==> src/rtl/s3_mux_reg_if.sv <==
// s3_mux_reg_if -- channel-side and consumer-side signals of the s3_mux_reg
// selector, bundled so the block and its environment share one port.
//
// Handshake semantics (apply to both sides of the block):
//   Output side: a word transfers on every rising edge where out_valid and
//   out_ready are both 1. out/out_ch stay stable while out_valid=1 and
//   out_ready=0.
//   Channel side: V[k] qualifies D[k]. The source holds V[k]/D[k] until it
//   sees ack[k]=1, and the word is taken on that edge. A source may drop
//   V[k] without an ack, and that word is then never captured.
//
// Signals:
//   D          channel data, channel k at [k*size +: size]
//   V          per-channel valid
//   sel        channel index used in direct mode
//   mode       0 = direct select, 1 = round-robin scan
//   out_ready  consumer accepts out this cycle
//   out        registered selected data
//   out_valid  out holds an unconsumed word
//   out_ch     source channel of out
//   ack        one-hot, channel captured at the coming edge
//   cnt        completed-transfer counter
//   out_par    parity of out (present only with S3_PARITY_EN)
//
// Modports: master = the selector block, slave = its environment.
// Optional feature macro: S3_PARITY_EN.
interface s3_mux_reg_if #(
   parameter int size = 5,
   parameter int CH   = 4
);
   localparam int SW = $clog2(CH);

   logic [CH*size-1:0] D;
   logic [CH-1:0]      V;
   logic [SW-1:0]      sel;
   logic               mode;
   logic               out_ready;
   logic [size-1:0]    out;
   logic               out_valid;
   logic [SW-1:0]      out_ch;
   logic [CH-1:0]      ack;
   logic [15:0]        cnt;
`ifdef S3_PARITY_EN
   logic               out_par;
`endif

   modport master (
      input  D, V, sel, mode, out_ready,
`ifdef S3_PARITY_EN
      output out_par,
`endif
      output out, out_valid, out_ch, ack, cnt
   );

   modport slave (
      output D, V, sel, mode, out_ready,
`ifdef S3_PARITY_EN
      input  out_par,
`endif
      input  out, out_valid, out_ch, ack, cnt
   );
endinterface

==> src/rtl/s3_mux_reg.sv <==
// s3_mux_reg -- registered N:1 channel selector with valid/ready output.
//
// Picks one of CH channels, either directly by sel (mode=0) or by a
// round-robin scan starting at an internal pointer (mode=1), and captures
// it into a single output register. The captured channel gets a one-hot
// combinational ack in the cycle before the capturing edge.
//
// Ports:
//   clk    rising-edge clock
//   CLR_n  asynchronous active-low reset
//   bus    s3_mux_reg_if.master (D, V, sel, mode, out_ready in;
//          out, out_valid, out_ch, ack, cnt [, out_par] out)
//
// Optional feature macro: S3_PARITY_EN adds out_par = ^out, registered with out.
module s3_mux_reg #(
   parameter int size = 5,
   parameter int CH   = 4
) (
   input  logic          clk,
   input  logic          CLR_n,
   s3_mux_reg_if.master  bus
);
   localparam int SW = $clog2(CH);

   logic [SW-1:0]   ptr;
   logic            free;
   logic            cand_ok;
   logic [SW-1:0]   cand;
   logic [SW-1:0]   idx;
   logic            load;
   logic [size-1:0] cand_data;

   // The output slot can take a new word if it is empty or being drained now.
   assign free = !bus.out_valid || bus.out_ready;

   // Candidate selection. The round-robin scan walks offsets from the highest
   // down so that the lowest offset from ptr is the last (winning) assignment.
   // CH is a power of two, so the SW-bit add wraps modulo CH by itself.
   always_comb begin
      cand_ok = 1'b0;
      cand    = '0;
      idx     = '0;
      if (!bus.mode) begin
         cand    = bus.sel;
         cand_ok = bus.V[bus.sel];
      end else begin
         for (int i = CH - 1; i >= 0; i--) begin
            idx = ptr + SW'(i);
            if (bus.V[idx]) begin
               cand_ok = 1'b1;
               cand    = idx;
            end
         end
      end
   end

   assign load      = free && cand_ok;
   assign cand_data = bus.D[int'(cand)*size +: size];

   // ack is gated by CLR_n so that it drops immediately while reset is held.
   always_comb begin
      bus.ack = '0;
      if (load && CLR_n)
         bus.ack[cand] = 1'b1;
   end

   always_ff @(posedge clk or negedge CLR_n) begin
      if (!CLR_n) begin
         bus.out       <= '0;
         bus.out_valid <= 1'b0;
         bus.out_ch    <= '0;
         ptr           <= '0;
      end else if (free) begin
         if (cand_ok) begin
            bus.out       <= cand_data;
            bus.out_ch    <= cand;
            bus.out_valid <= 1'b1;
            if (bus.mode)
               ptr <= cand + SW'(1);
         end else begin
            bus.out_valid <= 1'b0;
         end
      end
   end

   always_ff @(posedge clk or negedge CLR_n) begin
      if (!CLR_n)
         bus.cnt <= '0;
      else if (bus.out_valid && bus.out_ready)
         bus.cnt <= bus.cnt + 16'd1;
   end

`ifdef S3_PARITY_EN
   always_ff @(posedge clk or negedge CLR_n) begin
      if (!CLR_n)
         bus.out_par <= 1'b0;
      else if (load)
         bus.out_par <= ^cand_data;
   end
`endif

endmodule

==> src/flat_wrapper.sv <==
// flat-port wrapper written by rule: the top's interface ports become plain ports
module s3_mux_reg_flat 
#(
   parameter int size = 5,
   parameter int CH   = 4
)
  (clk, CLR_n, bus_D, bus_V, bus_sel, bus_mode, bus_out_ready, bus_out, bus_out_valid, bus_out_ch, bus_ack, bus_cnt);
  s3_mux_reg_if #(.size(size), .CH(CH)) bus_i ();
  input  logic clk;
  input  logic CLR_n;
  input wire logic [$bits(bus_i.D)-1:0] bus_D;
  input wire logic [$bits(bus_i.V)-1:0] bus_V;
  input wire logic [$bits(bus_i.sel)-1:0] bus_sel;
  input wire logic [$bits(bus_i.mode)-1:0] bus_mode;
  input wire logic [$bits(bus_i.out_ready)-1:0] bus_out_ready;
  output wire logic [$bits(bus_i.out)-1:0] bus_out;
  output wire logic [$bits(bus_i.out_valid)-1:0] bus_out_valid;
  output wire logic [$bits(bus_i.out_ch)-1:0] bus_out_ch;
  output wire logic [$bits(bus_i.ack)-1:0] bus_ack;
  output wire logic [$bits(bus_i.cnt)-1:0] bus_cnt;
  assign bus_i.D = bus_D;
  assign bus_i.V = bus_V;
  assign bus_i.sel = bus_sel;
  assign bus_i.mode = bus_mode;
  assign bus_i.out_ready = bus_out_ready;
  assign bus_out = bus_i.out;
  assign bus_out_valid = bus_i.out_valid;
  assign bus_out_ch = bus_i.out_ch;
  assign bus_ack = bus_i.ack;
  assign bus_cnt = bus_i.cnt;
  s3_mux_reg #(.size(size), .CH(CH)) u_core (.clk(clk), .CLR_n(CLR_n), .bus(bus_i));
endmodule
==> config.mk <==
export PLATFORM = sky130hd
export DESIGN_NAME = s3_mux_reg_flat
export DESIGN_NICKNAME = d
export VERILOG_FILES = /design/src/rtl/s3_mux_reg_if.sv /design/src/rtl/s3_mux_reg.sv /design/src/flat_wrapper.sv
export SDC_FILE = /design/constraint.sdc
export NUM_CORES = 1
export LEC_CHECK = 0
export CAP_MARGIN = 20
export CORE_MARGIN = 3
export CORE_UTILIZATION = 43
export DETAILED_ROUTE_END_ITERATION = 7
export PLACE_DENSITY_LB_ADDON = 0.15
export SYNTH_ARGS = -nofsm -noshare
export SYNTH_HDL_FRONTEND = slang
export SYNTH_SLANG_ARGS = --single-unit
==> constraint.sdc <==
create_clock -name clk -period 2.5 [get_ports clk]
set_input_delay 0.5 -clock clk [delete_from_list [all_inputs] [get_ports clk]]
set_output_delay 0.5 -clock clk [all_outputs]
set_load 0.005 [all_outputs]
After elaboration in Yosys (flattened, before gate mapping)
Index checks and enable logic that the tools add are counted.
{ "totals": {"register_bits": 26, "inputBits": 30, "out_inout_bits": 28} }
{ "classes": {"addsub": 5, "n_mul": 1, "magnitude_cmp": 7, "shifts": 1, "muxes": 24, "n_reduce_logical": 8} }
{ "ops": {"columns": ["cell", "n"], "rows": [
  ["variable part select 20 x 32 -> 5 bit", 1],
  ["less-than comparator 2 x 3 -> 1 bit (second input constant)", 6],
  ["adder 16 x 1 -> 16 bit (second input constant)", 1],
  ["two-way mux 1 bit", 12],
  ["binary-select mux 1 bit (select 2 bit)", 5],
  ["two-way mux 2 bit", 5],
  ["multiplier 2 x 3 -> 5 bit (second input constant)", 1],
  ["adder 2 x 1 -> 2 bit (second input constant)", 2],
  ["adder 2 bit (second input constant)", 2],
  ["logical AND 1 bit", 4],
  ["two-way mux 4 bit", 1],
  ["AND reduction 3 bit", 1],
  ["demux 1 bit (select 2 bit)", 1],
  ["greater-or-equal comparator 2 x 1 -> 1 bit (second input constant)", 1],
  ["AND reduction 2 bit", 1],
  ["zero test 1 bit", 1],
  ["logical OR 1 bit", 1]
]} }

Longest topological paths before layout
{ "depth": {"ltp_word": 13, "ltp_mapped": 6, "mapped_depth_nobuf": 6} }

Worst setup path before layout
Ideal clock, no wire load.
{ "synth_path": {"path_type": "input to output", "from": "input bus_V[1]", "to": "output bus_ack[1]", "t_arrival_ns": 1.582, "slack_ns": 0.418, "cell_stages": 5, "cell_sequence": "mux2i_1 > and2_4 > o32a_4 > or3_4 > nor2_2"} }
{ "synth_via": {"elab_chain_len": 12, "elab_cells_between_ends": 28} }
{ "synth_lines": {"columns": ["element", "line_no", "source"], "rows": [
  ["from (decl)", "flat_wrapper.sv:12", "input wire logic [$bits(bus_i.V)-1:0] bus_V;"],
  ["binary-select mux 1 bit (select 2 bit)", "s3_mux_reg.sv:49", "if (bus.V[idx]) begin"],
  ["two-way mux 1 bit (implied by the code)", "s3_mux_reg.sv:49", null],
  ["two-way mux 2 bit (4 in a row)", "s3_mux_reg.sv:49", null],
  ["two-way mux 2 bit", "s3_mux_reg.sv:43", "if (!bus.mode) begin"],
  ["less-than comparator 2 x 3 -> 1 bit (implied by the code) / greater-or-equal comparator 2 x 1 -> 1 bit (equally long branches)", "s3_mux_reg.sv:64", "bus.ack[cand] = 1'b1;"],
  ["logical AND 1 bit (implied by the code)", "s3_mux_reg.sv:64", null],
  ["two-way mux 1 bit (implied by the code)", "s3_mux_reg.sv:64", null],
  ["demux 1 bit (select 2 bit)", null, null],
  ["two-way mux 4 bit (*)", "s3_mux_reg.sv:63", "if (load && CLR_n)"],
  ["to (decl)", "flat_wrapper.sv:19", "output wire logic [$bits(bus_i.ack)-1:0] bus_ack;"]
]} }
Mark *: on every way between the ends. The rest lies on a longest branch, timed or not. The select of a mux whose other input is x is not followed.

Worst setup path after layout
{ "layout_path": {"from": "input bus_V[1]", "to": "output bus_ack[2]"} }
The elaborated chain is that of the path after synthesis.

==> insert_results.sql <==
INSERT INTO impl_metrics (metric_group, metric, value, unit) VALUES
('cells_and_area', 'antenna_cells', '0', ''),
('worst_setup_path', 'start_kind', 'input port', ''),
('run_status', 'outcome', 'completed', ''),
('drt', 'route.vias.total', '1398', ''),
('timing', 'setup_viol_count_final', '0', ''),
('power_and_ir_drop', 'p_leak', '1.01', 'nW'),
('timing', 'clock-skew-final', '9.43', 'ps'),
('global_route', 'grt.total_usage', '0.189', ''),
('die', 'die_area', '4140', 'µm²'),
('drt', 'detail_route.vias_per_cell', '5.32', ''),
('synthesis', 'mappedNetlistArea', '1470', 'µm²'),
('cells_and_area', 'nNetsFinal', '251', ''),
('clock_tree', 'ctsHtreeMaxLevel', '1', ''),
('timing', 'number_of_pins_with_negative_max_slew_slack_in_the_final_report', '0', ''),
('placement', 'place_inst', '253', ''),
('drt', 'route.antenna.remaining_nets', '0', ''),
('worst_setup_path', 'worst_setup_end_kind', 'output port', ''),
('cells_and_area', 'layout.filler_cells', '261', ''),
('die', 'i_o_pin_count', '58', ''),
('timing', 'worst_slew_pin_tran', '364', 'ps'),
('placement', 'detailed_place.area', '2160', 'µm²'),
('cells_and_area', 'share_of_final_layout_standard_cells_stronger_than_drive_strength_1', '0.215', ''),
('drt', 'postRouteWirelength', '3.78', 'mm'),
('drt', 'drt_pre_antenna_iters', '4', ''),
('worst_setup_path', 'worst-endpoint-required', '2000', 'ps'),
('clock_tree', 'cts_sinks', '26', ''),
('timing', 'finalHoldViolCount', '0', ''),
('synthesis', 'synth_edf_count', '0', ''),
('drt', 'detail_route.iter0.violations', '124', ''),
('clock_tree', 'cts_max_path_buffers', '2', ''),
('die', 'floorplan.initialDensity', '0.465', ''),
('global_route', 'grt_pass1_wl', '6.27', 'mm'),
('die', 'row_count', '20', ''),
('clock_tree', 'insertion_delay', '320', 'ps'),
('worst_setup_path', 'slowest_cell_delay_on_critical_path', '390', 'ps'),
('timing', 'final.hold.worst_slack', '491', 'ps'),
('worst_setup_path', 'cp_num_buf_inv', '2', ''),
('placement', 'dp_hpwl', '2.96', 'mm'),
('die', 'core', '3150', 'µm²'),
('synthesis', 'net_count_after_synthesis', '174', ''),
('placement', 'finalWeightedCongestion', '0.808', ''),
('timing', 'finalWorstPathRequiredPeriod', '2440', 'ps'),
('clock_tree', 'numCtsBuffers', '3', ''),
('synthesis', 'postSynthRegisterBits', '26', ''),
('die', 'fp.dieH', '64.4', 'µm'),
('synthesis', 'ys_warn_count', '0', ''),
('synthesis', 'syn-mean-instance-area', '10.2', 'µm²'),
('clock_tree', 'clock_tree.root_cell', 'sky130_fd_sc_hd__clkbuf_4', ''),
('worst_setup_path', 'criticalPathCategory', 'input port to output port', ''),
('global_route', 'grt_overflow_total', '0', ''),
('die', 'chipWidth', '64.4', 'µm'),
('worst_setup_path', 'critical_path.top_delay_family', 'simple AND/OR/NAND/NOR gates', ''),
('placement', 'buffer_ports.inserted', '57', ''),
('clock_tree', 'cts_tree', 'built', ''),
('timing', 'post-route-period-util', '0.975', ''),
('worst_setup_path', 'worst-path-max-fanout', '5', ''),
('cells_and_area', 'final-instance-count-excl-fill', '263', ''),
('timing', 'worst_slew_margin_rel', '0.757', ''),
('drt', 'route.detailed.drc', '0', ''),
('global_route', 'first_global_vias', '1389', ''),
('timing', 'postLayoutSetupSlackWorst', '62.1', 'ps'),
('synthesis', 'seq_area_frac_synth', '0.444', ''),
('worst_setup_path', 'crit_arrival', '1940', 'ps'),
('drt', 'detail_route.wl_per_cell', '14.4', 'µm'),
('placement', 'pre_cts_setup_slack', '-674', 'ps'),
('global_route', 'largest_net_degree_at_the_start_of_global_routing', '27', ''),
('clock_tree', 'cts_hold_buffers', '0', ''),
('synthesis', 'post_synth_num_cell_types', '38', ''),
('timing', 'timing.fmax', '410', 'MHz'),
('timing', 'rsz0062_at_grt', 'yes', ''),
('cells_and_area', 'design_area', '2250', 'µm²');
## logic make-up (layout without fill, tap and decap cells)
logic type / after synthesis / in the layout / synth area share
DFF: 26 / 26 / 0.444
buffers and inverters: 9 / 85 / 0.0359
xor gates and xnor gates: 16 / 16 / 0.0956
adders and majority gates: 1 / 1 / 0.00854
and+or+nand+nor: 60 / 60 / 0.219
AOI/OAI and AO/OA: 27 / 27 / 0.161
muxes: 4 / 4 / 0.0367
## through the flow
| stage | util | TNS (ps) |
|---|---|---|
| final | 0.715 | 0 |
| after global placement | 0.684 | -2330 |
| after detailed placement | 0.684 | -2640 |
| after floorplan | - | 0 |
| after global routing | 0.715 | -39.5 |
| after CTS | 0.703 | 0 |
## Yosys cell counts (2+ instances only)
library cell	number	area, µm²
sky130_fd_sc_hd__a211oi_1	10	75.1
sky130_fd_sc_hd__inv_1	4	15.0
sky130_fd_sc_hd__nor2_2	2	12.5
sky130_fd_sc_hd__nor3_1	3	15.0
sky130_fd_sc_hd__and3_1	13	81.3
sky130_fd_sc_hd__nor2b_1	2	12.5
sky130_fd_sc_hd__buf_2	2	10.0
sky130_fd_sc_hd__and4_1	2	17.5
sky130_fd_sc_hd__nor2_1	5	18.8
sky130_fd_sc_hd__nand3_1	8	40.0
sky130_fd_sc_hd__nand2_1	17	63.8
sky130_fd_sc_hd__xor2_1	5	43.8
sky130_fd_sc_hd__mux2i_1	2	20.0
sky130_fd_sc_hd__o31ai_1	5	37.5
sky130_fd_sc_hd__buf_6	2	22.5
sky130_fd_sc_hd__dfrtp_1	26	651
sky130_fd_sc_hd__xnor2_1	11	96.3
sky130_fd_sc_hd__o21ai_1	4	20.0
## final cells by class
class | count | area, µm² | share of cell area
inverter | 5 | 20.0 | 0.00888
clock inverter | 1 | 30.0 | 0.0133
tap | 44 | 55.1 | 0.0244
sequential | 26 | 652 | 0.289
multi-input combinational | 108 | 791 | 0.351
timing repair buffer | 76 | 683 | 0.303
clock buffer | 3 | 22.5 | 0.00999
## power by group
part | switching (mW) | internal (mW) | total [mW] | leakage [nW]
sequential | 0.0910 | 0.513 | 0.604 | 0.326
combinational | 0.225 | 0.356 | 0.580 | 0.656
clock | 0.120 | 0.162 | 0.282 | 0.0279
## timing repair
| item | CTS | global route |
|---|---|---|
| gates resized for setup | 29 | 7 |
| setup buffers | 3 | 3 |
| setup endpoints to repair | 4 | 4 |
| pin swaps | 6 | 4 |
## routing by layer
layer / share of wire / track usage
met1: 0.41 / 0.232
met2: 0.52 / 0.354
met3: 0.061 / 0.0351
met4: 0.0032 / 0.0158
met5: 0 / 0
## final timing paths
kind	startpoint	end	slack [ps]	cells after the start
max	bus_V[1]	bus_ack[2]	60	7
min	u_core.bus.cnt[15]	u_core.bus.cnt[15]	490	1
max reg2reg	u_core.ptr[0]	u_core.bus.out[2]	520	8
min reg2reg	u_core.bus.cnt[15]	u_core.bus.cnt[15]	490	1
max in group asynchronous	CLR_n	u_core.ptr[1]	1610	2
min in group asynchronous	CLR_n	u_core.bus.out[2]	620	2
## state kept, by name, summed over array words and instances, names as in the netlist
register              flops
u_core.bus.cnt           16
u_core.bus.out            5
u_core.bus.out_ch         2
u_core.bus.out_valid      1
u_core.ptr                2
Power figures use the tool's default switching activity.
